`src/rtl/sprite_mover.sv`:
```
// Sprite position/velocity engine, advanced once per video frame.
// Direction keys set the velocity. With no key pressed the sprite keeps
// its current velocity (coasts). At a screen edge the position is clamped
// and the velocity on that axis is reversed. The pause key toggles
// between RUN and PAUSED on its press edge only.
module sprite_mover #(
    parameter int         X_W       = 10,
    parameter int         Y_W       = 10,
    parameter int         X_MIN     = 0,
    parameter int         X_MAX     = 639,
    parameter int         Y_MIN     = 0,
    parameter int         Y_MAX     = 479,
    parameter int         X_CENTER  = 320,
    parameter int         Y_CENTER  = 240,
    parameter int         SIZE      = 4,
    parameter int         STEP      = 1,
    parameter logic [7:0] KEY_UP    = 8'd26,
    parameter logic [7:0] KEY_LEFT  = 8'd4,
    parameter logic [7:0] KEY_DOWN  = 8'd22,
    parameter logic [7:0] KEY_RIGHT = 8'd7,
    parameter logic [7:0] KEY_PAUSE = 8'd44
) (
    input  logic           frame_clk,
    input  logic           Reset,
    input  logic [7:0]     keycode,
    output logic [X_W-1:0] pos_x,
    output logic [Y_W-1:0] pos_y,
    output logic [9:0]     size,
    output logic           paused,
    output logic           bounce_x,
    output logic           bounce_y
);

    localparam logic [0:0] ST_RUN    = 1'b0;
    localparam logic [0:0] ST_PAUSED = 1'b1;

    // Legal centre range: the sprite edge may touch a limit but not cross it.
    localparam logic signed [X_W+1:0] X_HI   = (X_W+2)'(X_MAX - SIZE);
    localparam logic signed [X_W+1:0] X_LO   = (X_W+2)'(X_MIN + SIZE);
    localparam logic signed [Y_W+1:0] Y_HI   = (Y_W+2)'(Y_MAX - SIZE);
    localparam logic signed [Y_W+1:0] Y_LO   = (Y_W+2)'(Y_MIN + SIZE);
    localparam logic signed [X_W+1:0] STEP_X = (X_W+2)'(STEP);
    localparam logic signed [Y_W+1:0] STEP_Y = (Y_W+2)'(STEP);
    localparam logic [X_W-1:0]        X_RST  = X_W'(X_CENTER);
    localparam logic [Y_W-1:0]        Y_RST  = Y_W'(Y_CENTER);

    logic [0:0]              state;
    logic [7:0]              prev_key;
    logic signed [X_W+1:0]   vel_x;
    logic signed [Y_W+1:0]   vel_y;

    logic                    pause_edge;
    logic signed [X_W+1:0]   form_vx;
    logic signed [Y_W+1:0]   form_vy;
    logic signed [X_W+1:0]   cand_x;
    logic signed [Y_W+1:0]   cand_y;

    // True when the candidate puts the sprite edge strictly past a limit.
    function automatic logic hit_x(input logic signed [X_W+1:0] cand);
        return (cand > X_HI) || (cand < X_LO);
    endfunction

    function automatic logic hit_y(input logic signed [Y_W+1:0] cand);
        return (cand > Y_HI) || (cand < Y_LO);
    endfunction

    // Saturate a candidate centre into the legal range.
    function automatic logic [X_W-1:0] sat_x(input logic signed [X_W+1:0] cand);
        logic signed [X_W+1:0] r;
        if (cand > X_HI)      r = X_HI;
        else if (cand < X_LO) r = X_LO;
        else                  r = cand;
        return r[X_W-1:0];
    endfunction

    function automatic logic [Y_W-1:0] sat_y(input logic signed [Y_W+1:0] cand);
        logic signed [Y_W+1:0] r;
        if (cand > Y_HI)      r = Y_HI;
        else if (cand < Y_LO) r = Y_LO;
        else                  r = cand;
        return r[Y_W-1:0];
    endfunction

    assign size       = 10'(SIZE);
    assign paused     = (state == ST_PAUSED);
    assign pause_edge = (keycode == KEY_PAUSE) && (prev_key != KEY_PAUSE);

    // Form this frame's velocity from the key, then the unclamped next
    // position. The sum is two bits wider than the position, so it cannot wrap.
    always_comb begin
        form_vx = vel_x;
        form_vy = vel_y;
        if (keycode == KEY_UP) begin
            form_vx = '0;
            form_vy = -STEP_Y;
        end else if (keycode == KEY_DOWN) begin
            form_vx = '0;
            form_vy = STEP_Y;
        end else if (keycode == KEY_LEFT) begin
            form_vx = -STEP_X;
            form_vy = '0;
        end else if (keycode == KEY_RIGHT) begin
            form_vx = STEP_X;
            form_vy = '0;
        end
        cand_x = $signed({2'b00, pos_x}) + form_vx;
        cand_y = $signed({2'b00, pos_y}) + form_vy;
    end

    // Frame update. A pause edge wins over motion. A wall hit clamps the
    // position, reverses the formed velocity and raises a one-frame pulse.
    always_ff @(posedge frame_clk) begin
        if (Reset) begin
            state    <= ST_RUN;
            prev_key <= '0;
            pos_x    <= X_RST;
            pos_y    <= Y_RST;
            vel_x    <= '0;
            vel_y    <= '0;
            bounce_x <= 1'b0;
            bounce_y <= 1'b0;
        end else begin
            prev_key <= keycode;
            bounce_x <= 1'b0;
            bounce_y <= 1'b0;
            if (pause_edge) begin
                state <= (state == ST_RUN) ? ST_PAUSED : ST_RUN;
            end else if (state == ST_RUN) begin
                pos_x    <= sat_x(cand_x);
                pos_y    <= sat_y(cand_y);
                vel_x    <= hit_x(cand_x) ? -form_vx : form_vx;
                vel_y    <= hit_y(cand_y) ? -form_vy : form_vy;
                bounce_x <= hit_x(cand_x);
                bounce_y <= hit_y(cand_y);
            end
        end
    end

endmodule

```
`config.mk`:
```
export PLATFORM = sky130hd
export DESIGN_NAME = sprite_mover
export DESIGN_NICKNAME = d
export VERILOG_FILES = /design/src/rtl/sprite_mover.sv
export SDC_FILE = /design/constraint.sdc
export NUM_CORES = 1
export LEC_CHECK = 0
export BUFFER_PORTS_ARGS = -buffer_cell sky130_fd_sc_hd__buf_2
export CAP_MARGIN = 10
export CORE_MARGIN = 5
export CORE_UTILIZATION = 50
export DETAILED_ROUTE_END_ITERATION = 10
export PLACE_DENSITY = 0.69
export SLEW_MARGIN = 20
export SYNTH_ARGS = -nofsm -noshare
export SYNTH_HDL_FRONTEND = slang
export SYNTH_SLANG_ARGS = --single-unit
```
`constraint.sdc`:
```
create_clock -name frame_clk -period 7.34 [get_ports frame_clk]
set_input_delay 0.367 -clock frame_clk [delete_from_list [all_inputs] [get_ports frame_clk]]
set_output_delay 0.367 -clock frame_clk [all_outputs]
set_load 0.02 [all_outputs]
```
==> metrics.txt, run 1 <==
status=finished clean; Vias/cell=6.39; Total Die Area=10,900 um2; GRT Util Overall=21.5%; DR WL/cell=17.5 um; top cells by count, synth=dfxtp_1, a21oi_1, nor2_1; detailed router's first-iteration violation count=305; clk_lat worst skew=0.32 ns; PwrDens=434 nW/um2; Synth Flop Type=dfxtp_1; post-synth top area cell=dfxtp_1; Synth top area share=24.7%; area share of fa/ha/maj cells after synthesis=7.07%; post-cts sizing count=0; post-synthesis register bit count=55; mux cell area share after synthesis=1.96%; GPL Wtd Cong=0.839; Hold Worst Slack=0.320 ns; Setup violations, final=0; Power Internal=1.01 mW; Post-DP HPWL=8.76 mm; die height=104 um; Synth area leaders=dfxtp_1, ha_1, a21oi_1, nor2_1, o21ai_0; share of cells above drive strength 1=11.4%; number of flops mapped to enable cells by yosys=0; startpoint types=primary input; post-synth cell types=80; GR Overflow Total=0; Hold Fails Final Rpt=0; clock network fraction of total power=8.9%; Synth Area in Compound Gates=27.6%; Slew Viols, Final=0; RSZ-0062 raised after global routing=no; count leader, synth=dfxtp_1; relative slew slack=38.4%; initial core utilization=51.2%; # hold bufs at CTS=0; clk slew on worst S/H paths=0.11 ns; P_sw=1.02 mW; Worst Hold Class=in -> reg; CP Class=in -> reg; antenna cells=0; Die X=104 um; Fmax=204 MHz; WP data arrival=5.14 ns; Gate power share=67.7%; CTS sink count=55; Post-Synth XOR/XNOR Area=2.94%; setup bufs post-CTS=0; I/O Pins=43; Net Sw Frac=50.3%; Synth Area in Simple Gates=28.5%; TritonCTS clock tree=done; period utilisation layout=66.7%; min-delay src=keycode[6]; Worst Setup SP=keycode[3]; sequential share of the synthesized area=24.7%; Slew @ Worst Pin=0.921 ns; Longest Clk Path Bufs=2; Post-Syn Area=4460 um2; final routed DRC violation total=0; CP Data Required Time=7.58 ns; largest net degree at the start of global routing=38; Worst setup EP type=register; core footprint=8720 um2; yosys warns=0; Final Skew=0.0104 ns; root buffer cell=clkbuf_8; via count=4,435; PortBufs=32; mean post-synth cell area=7.72 um2; initial antenna violation count=0; sequential power share=23.4%; Syn Inst Count=578; Num CTS Buffers=5; WL final=12.1 mm; # H-tree levels=2; row count=34; Critical R2R Launch=vel_x[0]; Leak=2.00 nW; crit-path max FO=16; setup TNS=0 ns; fin nets=619; global-route wire length before repair=20.0 mm; largest family of logic cells by synthesized area=simple AND/OR/NAND/NOR gates; Async S/R FF share, synth=0%; Max-Cap Viols=0; vias in the first global route=4,063; DR pass1 iterations=5; area grow syn2layout=4.88%; Final ANT Viol Nets=0; minimum clock period=4.90 ns; Peak VDD IR=214 uV
[power groups by stage]
stage               sequential (mW)  combinational [mW]  clock [mW]
floorplan                     0.517                1.04           0
finish                        0.475                1.37       0.180
global placement              0.478                1.32           0
global route                  0.485                1.51       0.191
detailed placement            0.479                1.35           0
CTS                           0.473                1.36       0.179
[cell families after synthesis]
kind of cell / after synthesis
other: 2
AO/OA/AOI/OAI: 180
buffers and inverters: 66
adder cells (fa/ha/maj): 24
multiplexers: 8
flip-flops: 55
AND/OR/NAND/NOR: 228
XOR/XNOR: 15
[worst max-delay path, stage by stage]
cell	delay, ns
buf_2	0.13
nor4b_2	0.53
nand2_2	0.18
or2_2	0.48
a21oi_1	0.32
inv_1	0.13
ha_1	0.29
a211o_1	0.36
a211oi_4	0.37
a21boi_1	0.18
or4b_1	0.52
a31oi_2	0.31
nor3_1	0.10
buf_4	0.20
or4_1	0.48
a31oi_1	0.18
[worst paths after layout]
kind,endpoint,slack [ns],depth (start not counted)
worst max register to register,vel_x[3],3.04,13
worst max-delay path,vel_y[9],2.44,16
worst min-delay path,prev_key[6],0.32,2
worst min register to register,pos_x[9],0.50,2
[registers in the layout, indices dropped and copies added (netlist names)]
name	flops
paused	1
bounce_x	1
pos_x	10
vel_x	12
vel_y	12
pos_y	10
prev_key	8
bounce_y	1
[layout make-up]
| type | count | area [um2] |
|---|---|---|
| repair buffers | 36 | 190 |
| well taps | 108 | 135 |
| multi-input cells | 465 | 3080 |
| flip-flops and latches | 55 | 1100 |
| inverters | 22 | 82.6 |
| clock inverters | 3 | 20.0 |
| fillers | 826 | 4040 |
| clock buffers | 5 | 68.8 |
[cell usage in the layout, fill, tap and decap left out, types with 11 or more instances in the layout]
cell / count
nor2_1: 52
dfxtp_1: 55
nand2_1: 36
inv_1: 22
nor2b_1: 13
xor2_1: 11
ha_1: 22
o21ai_0: 34
a21oi_1: 53
buf_2: 32
nor3_1: 19
nand3_1: 21
[metrics by stage]
stage          utilization (%)  instance area, um2  power (mW)  std cells  worst slack (ns)
6_report                  53.7                4680        2.03        694              2.44
5_1_grt                   53.7                4680        2.19        694              2.01
4_1_cts                   53.6                4670        2.01        694              2.46
3_5_place_dp              52.6                4590        1.83        686              2.15
3_3_place_gp              52.6                4590        1.80        686              2.28
2_1_floorplan                -                4490        1.56        586              2.63
[metal layers]
layer / track usage (%) / vias to the layer above / routed length (um)
li1: - / 2172 / -
met1: 31.3 / 2109 / 5810
met2: 33.2 / 139 / 5400
met3: 3.72 / 15 / 760
met4: 4.72 / 0 / 146
met5: 0 / - / 0
(Power assumes the default switching activity.)
==> run 2, diff against run 1 <==
--- a/config.mk
+++ b/config.mk
@@ -10,7 +10,7 @@
 export CORE_MARGIN = 5
 export CORE_UTILIZATION = 50
 export DETAILED_ROUTE_END_ITERATION = 10
-export PLACE_DENSITY = 0.69
+export PLACE_DENSITY = 0.72
 export SLEW_MARGIN = 20
 export SYNTH_ARGS = -nofsm -noshare
 export SYNTH_HDL_FRONTEND = slang
==> constraint.sdc (replaced) <==
create_clock -name frame_clk -period 4.2 [get_ports frame_clk]
set_input_delay 0.21 -clock frame_clk [delete_from_list [all_inputs] [get_ports frame_clk]]
set_output_delay 0.21 -clock frame_clk [all_outputs]
set_load 0.02 [all_outputs]
==> metrics.txt, run 2 (same netlist as run 1, synthesis figures left out) <==
status=finished clean; vias in the first global route=4,660 (+15%); Longest Clk Path Bufs=2 (unchanged); Worst Hold Class=in -> reg; # hold bufs at CTS=0 (unchanged); Peak VDD IR=460 uV (+120%); DR WL/cell=16.5 um (-5.5%); GR Overflow Total=0 (unchanged); crit-path max FO=5 (-11); Final Skew=0.00970 ns (-0.000704 ns); CP max stage delay=0.50 ns (-0.03 ns); Setup violations, final=0 (unchanged); TritonCTS clock tree=done; Slew @ Worst Pin=0.940 ns (+0.0190 ns); GPL Wtd Cong=0.882 (+5.2%); setup ws final=0.133 ns (-2.31 ns); Vias/cell=6.20 (-3.0%); Multi-input gate area=3180 um2 (+3.1%); minimum clock period=4.07 ns; core footprint=8720 um2 (unchanged); Total Die Area=10,900 um2 (unchanged); global-route wire length before repair=21.9 mm (+9.3%); Num CTS Buffers=5 (unchanged); CP top delay family=simple AND/OR/NAND/NOR gates; Design Area, Final=5630 um2 (+20%); Die X=104 um (unchanged); detailed router's first-iteration violation count=379 (+24%); initial antenna violation count=0 (unchanged); critical-path cell list=buf_2 > or2_2 > or4_4 > o21ai_2 > inv_1 > ha_1 > fa_1 > a211oi_2 > buf_4 > nor4b_1 > nor4b_2 > nor4b_2 > and4_1 > nor4b_2 > buf_4 > clkdlybuf4s15_2 > or4_1 > nand3_1; area grow syn2layout=26.1%; antenna cells=0 (unchanged); WP data arrival=4.34 ns (-0.80 ns); share of cells above drive strength 1=27.4% (+16 points); relative slew slack=37.2% (-1.3 points); Worst path slowest cell=or4_4; RSZ-0062 raised after global routing=no; biggest registers after layout=vel_x (12), vel_y (12); CTS sink count=55 (unchanged); PortBufs=32 (unchanged); Slew Viols, Final=0 (unchanged); Final ANT Viol Nets=0 (unchanged); most common cell after layout, fill and taps aside=buf_4; Worst setup EP type=register; clk_lat worst skew=0.32 ns (about the same); CP Class=in -> reg; CP Data Required Time=4.47 ns (-3.11 ns); via count=4,967 (+12%); Hold Worst Slack=0.187 ns (-0.133 ns); period utilisation layout=96.8%; number of fillers in the final layout=748 (-9.4%); commonest non-fill, non-tap cells in the layout=buf_4, dfxtp_1, a21oi_1, nor2_1, nand2_1; Max-Cap Viols=0 (unchanged); FF-to-FF setup slack=0.52 ns (-2.52 ns); fin nets=726 (+17%); startpoint types=primary input; DR pass1 iterations=5 (unchanged); fin cells=801 (+15%); FF+latch area=1100 um2 (unchanged); Leak=2.56 nW (+28%); clk slew on worst S/H paths=0.11 ns (about the same); worst path bufs/invs=5 (+2); root buffer cell=clkbuf_8; row count=34 (unchanged); final routed DRC violation total=0 (unchanged); # H-tree levels=2 (unchanged); GRT Util Overall=23.6% (+2.1 points); Hold Fails Final Rpt=0 (unchanged); Placed Cells=787 (+15%); Post-DP HPWL=9.86 mm (+13%); WL final=13.2 mm (+9.1%); PwrDens=772 nW/um2 (+78%); I/O Pins=43 (unchanged); largest net degree at the start of global routing=37 (-2.6%); most used cell along the critical path=nor4b_2; Placement Setup Slack=-0.290 ns (-2.44 ns); die height=104 um (unchanged); Post-DP Area=5410 um2 (+18%); initial core utilization=51.2% (unchanged); Fmax=246 MHz
run 2: cell count changes in the layout (fill, tap and decap cells not counted), moves of 2 or more:
cell        previous run  this run
nor4b_1                6         4
buf_4                  4       109
clkinvlp_4             2         0
nor2_2                 0         2
a21oi_1               53        51
run 2: repair_timing:
item,CTS,global route
buffers inserted,0,5
gates resized for setup,0,11
setup endpoints to repair,0,23
run 2: path summary, 6_finish.rpt:
kind	start	end	cells past startpoint
min reg2reg	pos_x[9]	pos_x[9]	2
min	keycode[6]	prev_key[6]	2
max	keycode[7]	vel_x[9]	18
max reg2reg	vel_x[0]	vel_x[9]	15
run 2: per-layer routing:
layer  global-route usage (%)  routed length (um)  vias up
met5                        0                   0        -
met4                     7.12                 157        0
met3                     3.91                 954       17
met2                     37.0                6040      203
met1                     33.0                6060     2353
li1                         -                   -     2394
run 2: power breakdown:
part | switching (mW) | internal, mW | total (mW)
clock network | 0.193 | 0.197 | 0.389
registers | 0.147 | 0.690 | 0.837
logic | 1.63 | 1.49 | 3.12
total | 1.97 | 2.37 | 4.34
run 2: per-stage QoR:
stage          power, mW  TNS (ns)  utilization (%)
6_report            4.34         0             64.5
3_3_place_gp        3.68     -2.12             62.0
4_1_cts             4.17         0             63.4
3_5_place_dp        3.77     -3.86             62.0
2_1_floorplan       2.76         0                -
5_1_grt             4.68         0             64.5
run 2: cell type report:
type | instances | area share [%]
multi-input combinational | 465 | 56.5
sequential | 55 | 19.6
timing repair buffer | 143 | 17.9
tap | 108 | 2.40
clock buffer | 6 | 1.47
inverter | 22 | 1.47
clock inverter | 2 | 0.689
==> run 3, diff against run 2 <==
--- a/config.mk
+++ b/config.mk
@@ -10,6 +10,7 @@
 export CORE_MARGIN = 5
 export CORE_UTILIZATION = 50
 export DETAILED_ROUTE_END_ITERATION = 10
+export GPL_TIMING_DRIVEN = 0
 export PLACE_DENSITY = 0.72
 export SLEW_MARGIN = 20
 export SYNTH_ARGS = -nofsm -noshare
==> constraint.sdc (replaced) <==
create_clock -name frame_clk -period 4.2 [get_ports frame_clk]
set_input_delay 0.42 -clock frame_clk [delete_from_list [all_inputs] [get_ports frame_clk]]
set_output_delay 0.42 -clock frame_clk [all_outputs]
set_load 0.02 [all_outputs]
==> metrics.txt, run 3 (same netlist as run 1, synthesis figures left out) <==
FF+latch area=1100 um2 (unchanged); total power=4.36 mW (+0.33%); Final Skew=0.00979 ns (+0.0000912 ns); Post-DP HPWL=9.82 mm (-0.42%); Longest Clk Path Bufs=2 (unchanged); clk slew on worst S/H paths=0.10 ns (about the same); P_sw=2.08 mW (+5.5%); Placed Cells=724 (-8.0%); violated checks=negative setup slack; # hold bufs at CTS=0 (unchanged); Worst Hold Class=in -> reg; startpoint types=primary input; CP Data Required Time=4.46 ns (about the same); setup ws final=-0.0761 ns (-0.209 ns); via count=4,976 (+0.18%); Num CTS Buffers=5 (unchanged); number of fillers in the final layout=732 (-2.1%); CP endpoint=vel_y[5]; initial core utilization=51.2% (unchanged); Slew @ Worst Pin=0.831 ns (-0.109 ns); Leak=2.39 nW (-6.5%); sequential power share=19.5% (+0.2 points); DR pass1 iterations=5 (unchanged); RSZ-0062 raised after global routing=yes; GPL Wtd Cong=0.895 (+1.5%); Worst setup EP type=register; Max-Cap Viols=0 (unchanged); Fmax=234 MHz (-4.9%); Die X=104 um (unchanged); global-route wire length before repair=22.6 mm (+3.1%); clock network fraction of total power=8.2% (-0.8 points); PortBufs=30 (-6.3%); Power Internal=2.28 mW (-4.0%); # H-tree levels=2 (unchanged); Design Area, Final=5680 um2 (+1.0%); core footprint=8720 um2 (unchanged); fin nets=692 (-4.7%); root buffer cell=clkbuf_8; I/O Pins=43 (unchanged); WL final=14.4 mm (+9.1%); Total Die Area=10,900 um2 (unchanged); TritonCTS clock tree=done; Post-DP Area=4950 um2 (-8.5%); WP data arrival=4.54 ns (+0.20 ns); crit-path max FO=10 (+5); DR WL/cell=18.8 um (+14%); PwrDens=767 nW/um2 (-0.69%); antenna cells=0 (unchanged); worst flop-to-flop path endpoint=vel_x[4]; die height=104 um (unchanged); most common cell after layout, fill and taps aside=dfxtp_1; Vias/cell=6.50 (+4.8%); commonest non-fill, non-tap cells in the layout=dfxtp_1, nor2_1, buf_4; Slew Viols, Final=0 (unchanged); FF-to-FF setup slack=0.68 ns (+0.16 ns); minimum clock period=4.28 ns (+0.209 ns); setup TNS=-0.143 ns (-0.143 ns); Peak VDD IR=401 uV (-13%); Hold Fails Final Rpt=0 (unchanged); relative slew slack=44.4% (+7.2 points); Multi-input gate area=3510 um2 (+10%); area grow syn2layout=27.4%; final routed DRC violation total=0 (unchanged); Net Sw Frac=47.7% (+2.3 points); CTS sink count=55 (unchanged); period utilisation layout=102% (+5.0 points); fin cells=766 (-4.4%); min-delay src=keycode[6]; share of cells above drive strength 1=27.5% (+0.091 points); Setup violations, final=3 (+3); initial antenna violation count=0 (unchanged); row count=34 (unchanged); GRT Util Overall=24.4% (+0.82 points); GR Overflow Total=0 (unchanged); r2r worst-path depth=14 (-1); Critical R2R Launch=vel_x[0]; Worst Setup SP=keycode[0]; detailed router's first-iteration violation count=382 (+0.79%); Final ANT Viol Nets=0 (unchanged); Gate power share=72.3% (+0.5 points); CP Class=in -> reg; largest net degree at the start of global routing=16 (-57%); vias in the first global route=4,629 (-0.67%); status=complete, but fails checks; biggest registers after layout=vel_x (12), vel_y (12); clk_lat worst skew=0.31 ns (about the same)
-- run 3: cell count changes in the layout (fill, tap and decap cells not counted), sizes merged --
| cell | change |
|---|---|
| inv | -1 |
| clkdlybuf4s15 | -1 |
| buf | -52 |
| clkbuf | +19 |
-- run 3: power by group through the flow --
| stage | sequential (mW) | clock [mW] | combinational (mW) |
|---|---|---|---|
| 3_3_place_gp | 0.832 | 0 | 2.43 |
| 5_1_grt | 0.864 | 0.383 | 3.42 |
| 2_1_floorplan | 0.908 | 0 | 1.87 |
| 6_report | 0.848 | 0.358 | 3.15 |
| 4_1_cts | 0.834 | 0.363 | 2.82 |
| 3_5_place_dp | 0.834 | 0 | 2.49 |
-- run 3: final cells by class --
class	instances	area share (%)
tap	108	2.38
clock inverter	1	0.528
clock buffer	6	1.28
timing repair buffer	71	8.43
sequential	55	19.4
multi-input combinational	465	61.7
buffer	38	4.89
inverter	22	1.45
-- run 3: worst min path at each step --
stage                              to  slack, ns  depth (start not counted)
after global placement       pos_y[8]       0.46                          2
after CTS                 prev_key[1]       0.38                          2
after global routing      prev_key[1]       0.37                          2
after floorplan              vel_x[8]       0.46                          2
final                     prev_key[6]       0.35                          2
after detailed placement     pos_y[8]       0.47                          2
-- run 3: layer usage --
| layer | vias to the layer above | track usage, % | share of wire, % |
|---|---|---|---|
| li1 | 2318 | - | - |
| met1 | 2362 | 33.1 | 44 |
| met2 | 247 | 40.0 | 46 |
| met3 | 49 | 3.97 | 7.8 |
| met4 | 0 | 6.38 | 2.9 |
| met5 | - | 0 | 0 |
-- run 3: repair_timing --
action	in CTS	in global routing
buffers inserted	27	13
gates cloned	1	0
pin swaps	23	24
gates resized for setup	49	45
setup endpoints to repair	33	32
-- run 3: critical path, stage by stage --
cell,delay (ns)
buf_2,0.11
buf_4,0.17
o21a_2,0.29
or2_4,0.29
clkbuf_16,0.18
a21oi_2,0.23
inv_1,0.07
ha_1,0.27
clkbuf_4,0.21
xor2_1,0.21
o41ai_1,0.38
or4bb_1,0.60
a31oi_4,0.22
buf_4,0.16
nor3_4,0.04
buf_6,0.13
or4_1,0.46
nand4_1,0.08
-- run 3: metrics by stage --
step	hold WS [ns]	setup slack, ns	util, %
2_1_floorplan	0.459	-0.165	-
3_3_place_gp	0.458	-0.813	56.7
3_5_place_dp	0.466	-0.901	56.7
4_1_cts	0.378	0.00848	62.4
5_1_grt	0.374	-0.170	65.2
6_report	0.346	-0.0761	65.2
